## src/rtl/bias_ctrl.sv

```systemverilog
// Bias sequencer: adds bias[idx] to each incoming neuron sum (1-cycle registered
// output) and, in training passes, applies a saturating gradient step to that bias.
module bias_ctrl #(
  parameter int N_NEUR = 8,
  parameter int FRAC   = 8
) (
  input  logic                      ap_clk,
  input  logic                      ap_rst_n,
  input  logic                      ap_ce,
  input  logic                      start,
  input  logic                      training,
  input  logic [15:0]               eta,
  input  logic                      init_wr,
  input  logic [$clog2(N_NEUR)-1:0] init_addr,
  input  logic [15:0]               init_data,
  input  logic                      in_valid,
  output logic                      in_ready,
  input  logic [15:0]               sum_in,
  input  logic [15:0]               delta_k,
  output logic                      out_valid,
  input  logic                      out_ready,
  output logic [15:0]               out_net,
  output logic                      busy,
  output logic                      done
);

  localparam int IW = $clog2(N_NEUR);

  typedef enum logic [1:0] {IDLE, RUN, FIN} state_t;

  state_t             state, state_nxt;
  logic [IW-1:0]      idx;
  logic signed [15:0] bias [N_NEUR];
  logic               tr_q;
  logic signed [15:0] eta_q;
  logic               accept, last;
  logic signed [15:0] cur_bias, fwd, upd;
  logic signed [31:0] prod, step_wide;

  function automatic logic signed [31:0] sx(input logic signed [15:0] v);
    return v;
  endfunction

  function automatic logic signed [15:0] sat16(input logic signed [31:0] v);
    if (v > 32'sd32767)  return 16'sh7FFF;
    if (v < -32'sd32768) return 16'sh8000;
    return v[15:0];
  endfunction

  assign accept   = in_valid && in_ready;
  assign last     = (idx == IW'(N_NEUR - 1));
  assign cur_bias = bias[idx];

  // Forward sum and update both read the pre-update bias.
  always_comb begin
    prod      = $signed(delta_k) * eta_q;
    step_wide = prod >>> FRAC;
    fwd       = sat16(sx(cur_bias) + sx(sum_in));
    upd       = sat16(sx(cur_bias) - sx(sat16(step_wide)));
  end

  always_ff @(posedge ap_clk) begin
    if (!ap_rst_n)  state <= IDLE;
    else if (ap_ce) state <= state_nxt;
  end

  always_comb begin
    state_nxt = state;
    case (state)
      IDLE:    if (start) state_nxt = RUN;
      RUN:     if (accept && last) state_nxt = FIN;
      FIN:     state_nxt = IDLE;
      default: state_nxt = IDLE;
    endcase
  end

  always_comb begin
    in_ready = (state == RUN) && (!out_valid || out_ready);
    busy     = (state != IDLE);
    done     = (state == FIN);
  end

  always_ff @(posedge ap_clk) begin
    if (!ap_rst_n) begin
      idx       <= '0;
      tr_q      <= 1'b0;
      eta_q     <= '0;
      out_net   <= '0;
      out_valid <= 1'b0;
      for (int i = 0; i < N_NEUR; i++) bias[i] <= '0;
    end else if (ap_ce) begin
      if (state == IDLE) begin
        if (init_wr) bias[init_addr] <= init_data;
        if (start) begin
          idx   <= '0;
          tr_q  <= training;
          eta_q <= eta;
        end
      end
      if (accept) begin
        out_net   <= fwd;
        out_valid <= 1'b1;
        if (tr_q) bias[idx] <= upd;
        // idx parks on the last entry instead of wrapping.
        if (!last) idx <= idx + IW'(1);
      end else if (out_ready) begin
        out_valid <= 1'b0;
      end
    end
  end

endmodule

```

## config.mk

```make
export PLATFORM = sky130hd
export DESIGN_NAME = bias_ctrl
export DESIGN_NICKNAME = d
export VERILOG_FILES = /design/src/rtl/bias_ctrl.sv
export SDC_FILE = /design/constraint.sdc
export NUM_CORES = 1
export LEC_CHECK = 0
export BUFFER_PORTS_ARGS = -buffer_cell sky130_fd_sc_hd__buf_4
export CORE_ASPECT_RATIO = 0.7
export CORE_UTILIZATION = 25
export CTS_BUF_LIST = sky130_fd_sc_hd__clkbuf_4 sky130_fd_sc_hd__clkbuf_8
export CTS_CLUSTER_SIZE = 24
export DETAILED_ROUTE_END_ITERATION = 12
export PLACE_DENSITY_LB_ADDON = 0.08
export SYNTH_ARGS = -nofsm -noshare
export SYNTH_HDL_FRONTEND = slang
export SYNTH_SLANG_ARGS = --single-unit
```

## constraint.sdc

```tcl
create_clock -name ap_clk -period 13.6 [get_ports ap_clk]
set_input_delay 0.68 -clock ap_clk [delete_from_list [all_inputs] [get_ports ap_clk]]
set_output_delay 0.68 -clock ap_clk [all_outputs]
set_load 0.01 [all_outputs]
```

==> results.md <==
- Outcome: complete, no violations
- Die area: 77,700 µm²
- Post-detail-place hpwl: 47.1 mm
- Pwr Total: 2.56 mW
- Critical path class: reg -> reg
- Most instantiated cells after synthesis: inv_1 (313), fa_1 (263), nand2_1 (202), edfxtp_1 (128), and2_1 (125)
- Critical Path Fanout Max: 17
- Worst-Skew Late Latency: 0.58 ns
- Vias: 13,900
- Internal: 1.28 mW
- Slew headroom: 0.137
- H-Tree Depth: 4
- Vias in the first global route: 15,000
- Fmax: 0.0897 GHz
- Filler cell count in the final layout: 8,022
- Uppermost routed layer: met4
- Ys async rst share: 0
- CP arrival: 11.50 ns
- Reg2Reg Setup Slack: 2.46 ns
- CTS clk-pin slew, worst paths: 0.12 ns
- Clk root buf: clkbuf_8
- Hold Path Class: in -> reg
- CTS tree: built
- Clock sinks: 170
- Fin crit share: 0.819
- Initial antenna violation count: 1
- Peak VDD IR: 0.0000779 V
- First-pass GRT wire length: 95.3 mm
- Share of layout cells above drive strength 1: 0.117
- Least-Margin Pin Slew: 1.29 ns
- Count of final max-slew check failures: 0
- Seq pwr share: 0.232
- Total track usage: 0.165
- ANT nets after route: 0
- Slowest cell delay on critical path: 0.89 ns
- RR Endpoint: bias[5][9]
- Comb power frac: 0.620
- Post-CTS Setup Repair Bufs: 0
- Drc violations: 0
- Post-cts repair resize count: 0
- Die X: 333 µm
- Buffers added on ports: 94
- Maximum buffer depth of the clock tree: 2
- Final setup fails: 0
- PwrDens: 121 nW/µm²
- Crit path to: bias[5][9]
- Sw Pwr: 1.29 mW
- CP Launch Point: eta_q[2]
- Area grow syn2layout: 10.6%
- RSZ-0062 raised after global routing: false
- Initial core utilization: 0.254
- Critical-path top delay cell: fa_1
- GRT overflow: 0
- Post-Syn Instances: 1,907
- Layout Cells excl Fill: 2,942
- Ys flop type: edfxtp_1
- Syn_nets: 2,358
- Top cell type's share of synthesized area: 0.275
- Dpl cells: 2,908
- Largest net degree at the start of global routing: 51
- Total CTS buffers: 17
- IO Count: 95
- Clk pwr share: 0.148
- Core footprint: 75,500 µm²
- CP required: 13.95 ns
- MaxCap Viol Count: 0
- Vias/cell: 4.74
- Fin Setup TNS: 0 ns
- Crit path launch type: flip-flop
- Core Rows: 84
- Final Net Count: 2,389
- DRT Wirelength: 61.2 mm
- WL/cell: 20.8 µm
- Synth area leader: fa_1
- Detail Route met3 WL: 2.12 mm
- Syn Area/Cell: 10.0 µm²
- Initial DRC Count: 907
- EDFF count, synth: 128
- Cts-stage hold buffer count: 0
- Final min period: 11.14 ns
- Synth Register Bits: 170
- Reg2Reg Depth: 34
- Reg-to-Reg Start: eta_q[2]
- Register area share after synthesis: 0.245
- Endpoint class of the critical path: flip-flop
- Most frequent cell after synthesis: inv_1
- GPL Wtd Cong: 0.807
- Synth area leaders: fa_1 (27%), edfxtp_1 (20%), ha_1 (7.4%)
- Max Clock Skew: 0.0369 ns
- Die Y: 234 µm
- Post-Syn Area: 19,200 µm²
- Met2 Routed Length: 26.5 mm
- DRT met1 WL: 32.0 mm
- P_leak: 9.30 nW
- Synth warn: 0
- Net Sw Frac: 0.502
- 1st-pass router iterations: 5
- Final Hold Viols: 0
- Count of different cell masters after synthesis: 72
## per-layer routing
layer,GRT usage,vias up
met3,0.0209,41
met2,0.253,291
met4,0.0285,0
met1,0.247,7221
met5,0,-
li1,-,6383
## logic make-up after synthesis
family          count (synthesis)  share of synthesized area
compound gates                308                      0.109
xor+xnor                       58                     0.0265
fa+ha+maj                     391                      0.357
buf+inv                       403                     0.0807
flops                         170                      0.245
mux                            52                     0.0491
simple gates                  525                      0.133
## final cells by class
type                    instances  area (µm²)  area share
multi-input cells            1334       12900       0.611
repair buffers                102         766      0.0361
diodes                          2        5.00    0.000236
clock buffers                  17         234      0.0110
flip-flops and latches        170        4690       0.221
inverters                     313        1170      0.0555
clock inverters                15         149     0.00703
well taps                     989        1240      0.0584
## cells in the final DEF, fill, tap and decap left out, drive strengths merged, types with 23 or more instances in the layout
master  synthesis  final
inv           313    321
ha            113    113
edfxtp        128    128
mux4           32     32
dfxtp          42     42
fa            263    263
a21boi         23     23
and2          125    125
a21oi          61     61
buf            12    102
nand2         202    202
o22ai          90     90
nor2           99     99
xnor2          41     41
o21ai          51     51
## worst min path at each step
stage,startpoint,end,depth (start not counted)
4_1_cts,eta[3],eta_q[3],3
6_report,eta[3],eta_q[3],3
3_5_place_dp,tr_q,tr_q,2
3_3_place_gp,tr_q,tr_q,2
2_1_floorplan,tr_q,tr_q,2
5_1_grt,eta[0],eta_q[0],3
## state kept, by name (all words and copies together) (netlist names), named ones only
register,flops
state,2
out_net,16
eta_q,16
tr_q,1
idx,3
bias,128
out_valid,1
## through the flow
stage / utilization / hold WS [ns] / instance area (µm²) / setup slack, ns
after detailed placement: 0.276 / 0.479 / 20800 / 2.41
final: 0.281 / 0.371 / 21200 / 2.46
after CTS: 0.281 / 0.321 / 21200 / 2.43
after global placement: 0.276 / 0.483 / 20800 / 2.64
after global routing: 0.281 / 0.348 / 21200 / 1.49
after floorplan: - / 0.453 / 19200 / 4.19
## power groups by stage
stage,Clock [mW],Sequential (mW),Combinational (mW)
finish,0.380,0.595,1.59
global route,0.409,0.598,1.77
CTS,0.392,0.595,1.60
detailed placement,0,0.607,1.59
global placement,0,0.607,1.60
floorplan,0,0.595,1.17
## critical path: cells and delay by family (launching register included)
kind                     cells  cell delay, ns
adder cells (fa/ha/maj)      8            4.11
AO/OA/AOI/OAI               11            3.17
flip-flops                   1            0.78
AND/OR/NAND/NOR              8            2.16
buffers and inverters        7            0.72
No activity file was read; power rests on OpenSTA's default activity.
